$ cat config.mk
export PLATFORM = sky130hd
export DESIGN_NAME = spram_init_clr
export DESIGN_NICKNAME = d
export VERILOG_FILES = /design/src/rtl/spram_init_clr.sv
export SDC_FILE = /design/constraint.sdc
export NUM_CORES = 1
export LEC_CHECK = 0
export ABC_CLOCK_PERIOD_IN_PS = 29700
export CAP_MARGIN = 20
export CORE_ASPECT_RATIO = 1.1
export CORE_MARGIN = 2
export CORE_UTILIZATION = 40
export DETAILED_ROUTE_END_ITERATION = 10
export GPL_TIMING_DRIVEN = 0
export PLACE_DENSITY = 0.51
export SYNTH_ARGS = -nofsm -noshare
export SYNTH_HDL_FRONTEND = slang
export SYNTH_SLANG_ARGS = --single-unit
$ cat constraint.sdc
create_clock -name clk -period 29.7 [get_ports clk]
set_input_delay 4.455 -clock clk [delete_from_list [all_inputs] [get_ports clk]]
set_output_delay 4.455 -clock clk [all_outputs]
set_load 0.05 [all_outputs]
$ cat src/rtl/spram_init_clr.sv
// spram_init_clr: parametrised single-port RAM with per-nibble write masks,
// a registered read port with selectable read-during-write response, and a
// sequential clear engine that writes INIT_VAL to every word after reset or
// on a clr request.
module spram_init_clr #(
    parameter int unsigned     DW       = 8,
    parameter int unsigned     AW       = 7,
    parameter int unsigned     RD_MODE  = 0,
    parameter logic [DW-1:0]   INIT_VAL = '0
) (
    input  logic              clk,
    input  logic              rst,
    input  logic              clr,
    input  logic              req,
    input  logic              we,
    input  logic [AW-1:0]     addr,
    input  logic [DW/4-1:0]   wmask,
    input  logic [DW-1:0]     wdata,
    output logic              ready,
    output logic              busy,
    output logic              rvalid,
    output logic [DW-1:0]     rdata
);

    localparam int unsigned DEPTH = 1 << AW;
    localparam int unsigned NL    = DW / 4;

    typedef enum logic {
        CLEAR,
        IDLE
    } state_t;

    state_t          state;
    logic [AW-1:0]   cnt;
    logic [DW-1:0]   mem [DEPTH];
    logic [DW-1:0]   merged;
    logic            accept;

    // Requests are only taken while idle and no clear is being requested.
    assign busy   = (state == CLEAR);
    assign ready  = (state == IDLE) && !clr;
    assign accept = ready && req;

    // Word as it looks after the masked write: enabled nibbles replaced.
    always_comb begin
        merged = mem[addr];
        for (int unsigned k = 0; k < NL; k++) begin
            if (wmask[k]) begin
                merged[4*k +: 4] = wdata[4*k +: 4];
            end
        end
    end

    // Clear engine / access FSM; the terminal compare on cnt ends the sweep,
    // so the AW-bit counter never needs to represent DEPTH.
    always_ff @(posedge clk or negedge rst) begin
        if (!rst) begin
            state <= CLEAR;
            cnt   <= '0;
        end else if (clr) begin
            state <= CLEAR;
            cnt   <= '0;
        end else if (state == CLEAR) begin
            if (cnt == '1) begin
                state <= IDLE;
            end
            cnt <= cnt + AW'(1);
        end
    end

    // Storage array: clear sweep writes INIT_VAL, accepted writes merge lanes.
    always_ff @(posedge clk) begin
        if (state == CLEAR) begin
            mem[cnt] <= INIT_VAL;
        end else if (accept && we) begin
            mem[addr] <= merged;
        end
    end

    // Registered response port; rdata holds whenever no response is issued.
    always_ff @(posedge clk or negedge rst) begin
        if (!rst) begin
            rvalid <= 1'b0;
            rdata  <= '0;
        end else begin
            rvalid <= 1'b0;
            if (accept) begin
                if (!we) begin
                    rvalid <= 1'b1;
                    rdata  <= mem[addr];
                end else if (RD_MODE == 0) begin
                    rvalid <= 1'b1;
                    rdata  <= mem[addr];
                end else if (RD_MODE == 1) begin
                    rvalid <= 1'b1;
                    rdata  <= merged;
                end
            end
        end
    end

endmodule

==> results of run 1 <==
## path summary, 6_finish.rpt
path	startpoint	end	slack, ns	depth (start not counted)
max in group asynchronous	rst	cnt[6]$_DFFE_PN0P_	24.92	1
min in group asynchronous	rst	cnt[4]$_DFFE_PN0P_	4.25	1
hold reg to reg	rdata[1]$_DFFE_PN0N_	rdata[1]$_DFFE_PN0N_	0.64	2
setup reg to reg	state$_DFF_PN0_	mem[4][2]$_DFFE_PP_	25.06	7
setup / recovery	clr	ready	19.47	3
hold / removal	rdata[1]$_DFFE_PN0N_	rdata[1]$_DFFE_PN0N_	0.64	2
## power groups by stage
stage	Clock, W	Sequential [W]	Combinational (W)
5_1_grt	0.00138	0.00160	0.000131
4_1_cts	0.00133	0.00160	0.000127
2_1_floorplan	0	0.00163	0.0000670
3_5_place_dp	0	0.00163	0.000127
3_3_place_gp	0	0.00163	0.000124
6_report	0.00130	0.00160	0.000127
## per-layer routing
metal,wire [um],GRT usage [%]
met5,13,0
met4,3685,7.065
met3,7399,4.068
met2,60130,38.51
met1,49660,30.96
## cells by family after synthesis
kind of cell               synth area share, %
and+or+nand+nor                          3.684
AOI/OAI and AO/OA                        3.347
buffers and inverters                    1.784
xor gates and xnor gates                0.1062
adders and majority gates              0.03034
muxes                                    15.43
DFF                                      75.62
## layout make-up
cell class	count	area [um^2]
Clock inverter	60	604.3
Buffer	111	683.2
Sequential cell	1041	31170
Fill cell	8629	54730
Timing Repair Buffer	118	1105
Clock buffer	131	2745
Multi-Input combinational cell	873	9370
Inverter	14	52.55
Tap cell	1375	1720
## through the flow
step / hold slack [ns] / util, % / std cells
6_report: 0.6427 / 46.44 / 3723
5_1_grt: 0.6412 / 46.44 / 3723
4_1_cts: 0.6255 / 46.41 / 3721
3_3_place_gp: 0.5955 / 42.30 / 3442
3_5_place_dp: 0.6109 / 43.14 / 3530
2_1_floorplan: 0.5533 / - / 2039
## state kept, by name, indices dropped and copies added, names as in the netlist
name and cells:
rvalid 1, state 1, mem 1024, rdata 8, cnt 7
## worst max-delay path: stages
cell	delay [ns]
clkbuf_1	0.21
nor2b_1	0.27
clkdlybuf4s50_1	0.85
## placed cells by master (no fill, tap or decap), types with 10 or more instances in the layout
cell / netlist / final
nand3_1: 12 / 12
nor2_1: 167 / 167
nand2b_1: 20 / 20
buf_4: 22 / 86
buf_6: 16 / 30
mux2_1: 10 / 10
bufinv_16: 0 / 10
clkinv_2: 0 / 16
nor3b_1: 13 / 13
inv_1: 13 / 13
dfrtp_1: 17 / 17
nand2_1: 52 / 52
a22o_1: 29 / 29
clkinv_1: 1 / 21
buf_2: 23 / 26
clkbuf_1: 41 / 65
mux2_2: 17 / 17
o31ai_1: 13 / 13
edfxtp_1: 1024 / 1024
mux2i_1: 81 / 81
nor4_1: 19 / 14
mux4_2: 233 / 233
nor3_1: 17 / 17
a21oi_1: 26 / 26
clkdlybuf4s50_1: 0 / 28
clkbuf_16: 0 / 105
a22oi_1: 25 / 25
o22ai_1: 35 / 35
o21ai_0: 22 / 22
==> flow_summary_export.csv, run 1 <==
group,metric,value,unit
synth,synthTopCellsByArea,"edfxtp_1 (75%), mux4_2 (13%), mux2i_1 (2.0%)",
clock_network,numCtsBuffers,104,
synth,synth_nets,2062,
layout,num_antenna_cells,0,
pwr,power_density,63.82,nW/um^2
placement,gp_congestion,0.9159,
clock_network,cts_hold_buf,0,
layout,drive_above_1_share,23.89,%
timing,grt_setup_unrepaired,"false",
floorplan,start_util,40.35,%
synth,synthesis.area_per_instance,20.22,um^2
layout,design_area,47460,um^2
critical_path,crit_arrival,5.78,ns
pwr,pwr-share-clk,43.1,%
detailed_routing,via_per_inst,5.743,
floorplan,fp.dieH,340.7,um
critical_path,end_kind,"output port",
timing,skew,0.05352,ns
clock_network,clockBufferDepth,3,
pwr,internal_power,0.002379,W
flow_run,maxCapViolations,0,
pwr,p_leak,17.38,nW
clock_network,postCtsResizedCells,0,
timing,finalMaxSlewViolations,0,
critical_path,start_kind,"input port",
floorplan,die_w,310.1,um
detailed_routing,firstDrtPassIters,5,
pwr,seqPwrFrac,52.7,%
pwr,peakVddDrop,0.04806,mV
synth,ys_warn_count,0,
clock_network,clock-sinks,1041,
clock_network,cts_tree,"built",
pwr,p_sw,0.0006497,W
pwr,switching_share,21.45,%
timing,period_share,34.45,%
critical_path,cp_data_required_time,25.24,ns
timing,min_period,10.23,ns
floorplan,dieArea,105700,um^2
synth,synth_edf_count,1024,
pwr,combPwrFrac,4.2,%
worst_hold_path,min-delay-path-class,"reg -> reg",
timing,finalWorstSetupSlack,19.47,ns
synth,ys_seq_area_share,75.62,%
critical_path,critPathKind,"in -> out",
grt,antenna_found_initial,2,
detailed_routing,wl_per_cell,32.47,um
floorplan,core.rowCount,123,
synth,yosysMostFrequentCell,"edfxtp_1",
timing,fmax,97.73,MHz
timing,relSlewSlack,15.15,%
placement,placed_area,44080,um^2
detailed_routing,ant_nets,0,
synth,yosys.area.top_type,"edfxtp_1",
synth,ys_async_sr_fraction,1.633,%
run_status,status,"finished clean",
clock_network,post_cts_buffers,0,
grt,grt_pass1_wl,168500,um
floorplan,io_pins,33,
synth,synthTopCellsByCount,"edfxtp_1 (1024), mux4_2 (233), nor2_1 (167)",
placement,io_buffers,28,
timing,tightest_slew,1.262,ns
pwr,finalPower,0.003028,W
placement,dp_hpwl,84930,um
synth,netlist.area_leader.share,74.58,%
synth,ys.flop_type,"edfxtp_1",
detailed_routing,drt-initial-drc-count,2423,
timing,hold_viol_final,0,
clock_network,clkTransAtPathRegs,0.06,ns
grt,track_usage,23.09,%
synth,syn_inst,2039,
timing,fin_setup_tns,0,ns
floorplan,core,102200,um^2
clock_network,cts-root-buf,"clkbuf_16",
synth,netlist_area,41230,um^2
timing,setup_viol,0,
detailed_routing,via_count,21383,
synth,ys_seq_elements,1041,
layout,area_growth,15.10,%
grt,grt_max_degree,89,
grt,first_global_vias,21909,
detailed_routing,finalWirelength,120900,um
clock_network,clock_latency,0.69,ns
clock_network,htree_levels,3,
layout,nets,2286,
synth,synth.distinct_cells,59,
grt,overflow,0,
placement,dp_slack,19.42,ns
critical_path,path_max_fanout,10,
detailed_routing,drc,0,
Note: power is estimated with default switching activity, not from simulation.
==> inputs of run 2 (changes only) <==
- ABC_CLOCK_PERIOD_IN_PS: 29700 -> 9600
- clock period: 29.7 -> 9.6 ns (I/O delays scaled with it)
==> run 2 against run 1 <==
Clock-buffer cell count decreased by 1. Clock skew grew 0.0022 ns. Sequential power rose to 3.1 times the previous value. Combinational power rose to 3.1 times the previous value. Worst hold slack worse by 0.049 ns. Non-clock buffer count is 38 lower. Wire length decreased by 0.48%. Critical endpoint is now mem[19][7]$_DFFE_PP_.
==> flow_summary_export.csv, run 2 (synthesized netlist as in run 1, its figures left out) <==
group,metric,value,unit
placement,dp_hpwl,83900,um
clock_network,cts_tree,"built",
placement,gp_congestion,0.8962,
grt,antenna_found_initial,2,
layout,design_area,47420,um^2
critical_path,end_kind,"flip-flop",
clock_network,clkTransAtPathRegs,0.06,ns
timing,finalMaxSlewViolations,0,
timing,min_period,6.403,ns
timing,fmax,156.2,MHz
pwr,peakVddDrop,0.1302,mV
grt,grt_max_degree,85,
clock_network,clockBufferDepth,3,
critical_path,start_kind,"input port",
layout,layout_common_cells,"edfxtp_1 (1024), mux4_2 (233), nor2_1 (167), clkbuf_16 (106), mux2i_1 (81)",
flow_run,maxCapViolations,0,
layout,reg_top3,"mem: 1024 flops, rdata: 8 flops, cnt: 7 flops",
detailed_routing,drc,0,
layout,largest_reg_flops,1024,
clock_network,numCtsBuffers,105,
pwr,p_leak,17.23,nW
worst_hold_path,min-delay-path-class,"reg -> reg",
grt,track_usage,22.92,%
floorplan,core.rowCount,123,
timing,grt_setup_unrepaired,"false",
floorplan,dieArea,105700,um^2
critical_path,critPathKind,"in -> reg",
clock_network,cts_hold_buf,0,
detailed_routing,via_count,21282,
layout,drive_above_1_share,22.85,%
critical_path,cp_data_required_time,10.12,ns
critical_path,path_max_fanout,19,
timing,finalWorstSetupSlack,3.197,ns
floorplan,io_pins,33,
layout,area_growth,15.01,%
clock_network,clock-sinks,1041,
clock_network,clock_latency,0.70,ns
grt,overflow,0,
clock_network,postCtsResizedCells,0,
timing,period_share,66.70,%
detailed_routing,wl_per_cell,32.62,um
grt,first_global_vias,21679,
detailed_routing,finalWirelength,120300,um
layout,top_register,"mem",
grt,grt_pass1_wl,166800,um
critical_path,worst_r2r_endpoint,"mem[24][7]$_DFFE_PP_",
layout,final_util,46.40,%
timing,hold_viol_final,0,
clock_network,htree_levels,3,
layout,final_common_cell,"edfxtp_1",
critical_path,cp-startpoint,"addr[3]",
detailed_routing,firstDrtPassIters,6,
timing,relSlewSlack,8.487,%
critical_path,worstRegToRegCells,7,
critical_path,r2r_start,"state$_DFF_PN0_",
detailed_routing,via_per_inst,5.771,
clock_network,post_cts_buffers,0,
detailed_routing,drt-initial-drc-count,2387,
timing,skew,0.05569,ns
layout,nets,2249,
timing,setup_viol,0,
placement,dp_slack,2.670,ns
critical_path,cp-endpoint,"mem[19][7]$_DFFE_PP_",
clock_network,cts-root-buf,"clkbuf_16",
run_status,status,"finished clean",
floorplan,start_util,40.35,%
placement,io_buffers,28,
timing,tightest_slew,1.360,ns
placement,placed_area,43990,um^2
floorplan,fp.dieH,340.7,um
critical_path,rrSetupSlack,5.24,ns
floorplan,core,102200,um^2
floorplan,die_w,310.1,um
critical_path,crit_arrival,6.92,ns
pwr,power_density,198.0,nW/um^2
detailed_routing,ant_nets,0,
## run 2: worst min path at each step
stage | start | to | slack, ns | depth (start not counted)
final | rdata[5]$_DFFE_PN0N_ | rdata[5]$_DFFE_PN0N_ | 0.59 | 2
after global routing | rdata[5]$_DFFE_PN0N_ | rdata[5]$_DFFE_PN0N_ | 0.62 | 2
after CTS | rdata[5]$_DFFE_PN0N_ | rdata[5]$_DFFE_PN0N_ | 0.60 | 2
after detailed placement | rdata[5]$_DFFE_PN0N_ | rdata[5]$_DFFE_PN0N_ | 0.59 | 2
after global placement | rdata[5]$_DFFE_PN0N_ | rdata[5]$_DFFE_PN0N_ | 0.59 | 2
after floorplan | cnt[1]$_DFFE_PN0P_ | cnt[1]$_DFFE_PN0P_ | 0.55 | 2
## run 2: per-layer routing
metal  wire length, um  global-route usage, %  vias up
li1                  -                      -     8825
met1             49620                  31.07    11399
met2             58030                  36.52      853
met3              7826                  4.434      205
met4              4823                  9.300        0
met5                 0                      0        -
## run 2: cell type report
| type | count | area [um^2] |
|---|---|---|
| fillers | 8685 | 54770 |
| flip-flops and latches | 1041 | 31170 |
| multi-input cells | 873 | 9414 |
| clock buffers | 130 | 2743 |
| well taps | 1375 | 1720 |
| repair buffers | 80 | 969.7 |
| plain buffers | 111 | 683.2 |
| clock inverters | 62 | 655.6 |
| inverters | 14 | 52.55 |
| diodes | 2 | 5.005 |
## run 2: metrics by stage
| step | setup TNS, ns | hold WS [ns] | instances | power (W) |
|---|---|---|---|---|
| 6_report | 0 | 0.5935 | 3688 | 0.009389 |
| 5_1_grt | 0 | 0.6190 | 3686 | 0.009642 |
| 4_1_cts | 0 | 0.5961 | 3682 | 0.009459 |
| 3_5_place_dp | 0 | 0.5876 | 3490 | 0.005429 |
| 3_3_place_gp | -3885.86 | 0.5876 | 3442 | 0.005421 |
| 2_1_floorplan | 0 | 0.5533 | 2039 | 0.005250 |
## run 2: power by group
group,switching (W),internal [W]
clock,0.00175,0.00231
combinational,0.000264,0.000131
sequential,0.00000809,0.00493
total,0.00202,0.00737
## run 2: worst max-delay path, stage by stage
cell and delay (ns):
clkdlybuf4s50_1 0.63, buf_2 0.36, nor2b_1 0.17, clkbuf_1 0.62
clkbuf_1 0.87, a22o_1 0.30, o21ai_0 0.32, o31ai_1 0.39
nor3b_1 0.20, nor4_4 0.84, buf_6 0.30, buf_8 0.20
buf_6 0.21
==> inputs of run 3 (changes only) <==
- ABC_CLOCK_PERIOD_IN_PS: 9600 -> 6500
- clock period: 9.6 -> 6.5 ns (I/O delays scaled with it)
==> run 3 against run 2 <==
Register-to-register slack got worse by 3.1 ns. Sequential cell count unchanged. Via count increased by 0.49%. Combinational power increased by 47%. First-iteration DRC count increased by 6.0%. Design area decreased by 0.18%. Global-route usage increased by 0.066 points. Clock power increased by 46%. Sequential power increased by 48%. Highest routed layer unchanged. Critical path depth unchanged. Critical path type unchanged.
==> flow_summary_export.csv, run 3 (synthesized netlist as in run 1, its figures left out) <==
group,metric,value,unit
timing,fin_setup_tns,0,ns
floorplan,io_pins,33,
clock_network,postCtsResizedCells,0,
clock_network,numCtsBuffers,105,
detailed_routing,wl_per_cell,32.76,um
timing,tightest_slew,1.299,ns
layout,area_growth,14.81,%
detailed_routing,ant_nets,0,
critical_path,crit_arrival,6.38,ns
timing,period_share,90.21,%
timing,fmax,170.5,MHz
grt,overflow,0,
detailed_routing,firstDrtPassIters,5,
placement,placed_area,44010,um^2
timing,hold_viol_final,0,
timing,min_period,5.864,ns
critical_path,rrSetupSlack,2.11,ns
critical_path,worst_r2r_endpoint,"mem[15][7]$_DFFE_PP_",
flow_run,maxCapViolations,0,
grt,first_global_vias,21859,
clock_network,clkTransAtPathRegs,0.07,ns
critical_path,cp-endpoint,"mem[12][7]$_DFFE_PP_",
floorplan,die_w,310.1,um
critical_path,slowest_delay,0.90,ns
critical_path,r2r_start,"state$_DFF_PN0_",
worst_hold_path,hold_start,"rdata[5]$_DFFE_PN0N_",
timing,relSlewSlack,12.58,%
grt,met3_usage,3.155,%
clock_network,clock_latency,0.68,ns
floorplan,fp.dieH,340.7,um
critical_path,end_kind,"flip-flop",
layout,top_register,"mem",
clock_network,clock-sinks,1041,
clock_network,htree_levels,3,
critical_path,cp-startpoint,"addr[3]",
layout,reg_top3,"mem: 1024 flops, rdata: 8 flops, cnt: 7 flops",
grt,grtUsageMet2,38.63,%
floorplan,start_util,40.35,%
placement,dp_hpwl,83940,um
clock_network,post_cts_buffers,0,
run_status,status,"finished clean",
critical_path,worstRegToRegCells,7,
clock_network,clockBufferDepth,3,
placement,gp_congestion,0.8953,
critical_path,slowest_stage,"nor4_4",
layout,nets,2248,
detailed_routing,via_count,21387,
pwr,p_leak,17.21,nW
critical_path,start_kind,"input port",
timing,skew,0.02818,ns
worst_hold_path,min-delay-path-class,"reg -> reg",
timing,setup_viol,0,
critical_path,critPathKind,"in -> reg",
detailed_routing,finalWirelength,120700,um
critical_path,path_max_fanout,14,
pwr,peakVddDrop,0.2007,mV
timing,grt_setup_unrepaired,"false",
clock_network,cts_tree,"built",
detailed_routing,drc,0,
grt,met1_usage,31.40,%
critical_path,path_cells,"clkdlybuf4s50_1, buf_2, nor2b_1, clkbuf_1, clkbuf_1, a22o_1, o21ai_0, o31ai_1, nor3b_1, nor4_4, buf_6, buf_8, buf_6",
layout,design_area,47330,um^2
timing,finalMaxSlewViolations,0,
grt,grt_pass1_wl,168800,um
layout,largest_reg_flops,1024,
layout,final_common_cell,"edfxtp_1",
layout,drive_above_1_share,22.56,%
detailed_routing,via_per_inst,5.805,
floorplan,core.rowCount,123,
grt,antenna_found_initial,2,
clock_network,cts_hold_buf,0,
pwr,power_density,291.0,nW/um^2
clock_network,cts-root-buf,"clkbuf_16",
detailed_routing,drt-initial-drc-count,2530,
layout,num_antenna_cells,0,
grt,track_usage,22.99,%
critical_path,cp_data_required_time,7.02,ns
floorplan,core,102200,um^2
grt,grt_max_degree,93,
placement,io_buffers,28,
layout,layout_common_cells,"edfxtp_1 (1024), mux4_2 (233), nor2_1 (167), clkbuf_16 (107), mux2i_1 (81)",
floorplan,dieArea,105700,um^2
grt,grt.busiest_layer,"met2",
-- run 3: worst min path at each step --
stage	slack [ns]	cells past startpoint	to
finish	0.60	2	rdata[5]$_DFFE_PN0N_
global route	0.65	2	rdata[0]$_DFFE_PN0N_
global placement	0.58	2	rdata[5]$_DFFE_PN0N_
floorplan	0.55	2	cnt[1]$_DFFE_PN0P_
CTS	0.60	2	rdata[5]$_DFFE_PN0N_
detailed placement	0.59	2	rdata[5]$_DFFE_PN0N_
-- run 3: area by class of cell --
class	count	area [um^2]
Clock inverter	62	546.8
Buffer	111	683.2
Sequential cell	1041	31170
Inverter	14	52.55
Fill cell	8656	54850
Multi-Input combinational cell	873	9414
Tap cell	1375	1720
Clock buffer	129	2760
Timing Repair Buffer	79	982.2
-- run 3: worst max-delay path, delay by kind of cell --
kind | cells | cell delay, ns
AO/OA/AOI/OAI | 3 | 0.93
buffers and inverters | 7 | 3.15
AND/OR/NAND/NOR | 3 | 1.29
-- run 3: metrics by stage --
stage,util [%],total power [W],hold slack (ns),std cells,worst slack [ns]
floorplan,-,0.007756,0.5533,2039,1.042
global placement,42.38,0.008006,0.5832,3442,-4.669
detailed placement,43.07,0.008018,0.5857,3492,-0.01006
CTS,46.31,0.01386,0.5995,3683,0.6958
global route,46.32,0.01414,0.6461,3684,0.5318
finish,46.32,0.01377,0.6046,3684,0.6364
-- run 3: routing by layer --
metal | routed length, um | share of wire [%]
met5 | 0 | 0
met2 | 60190 | 50
met4 | 3419 | 2.8
met1 | 50210 | 42
met3 | 6886 | 5.7
-- run 3: where the power goes --
part           internal [W]  switching, W  leakage [nW]
Combinational      0.000193      0.000389          3.89
Sequential          0.00728     0.0000119          11.7
Clock               0.00333       0.00257          1.62
Total                0.0108       0.00297          17.2
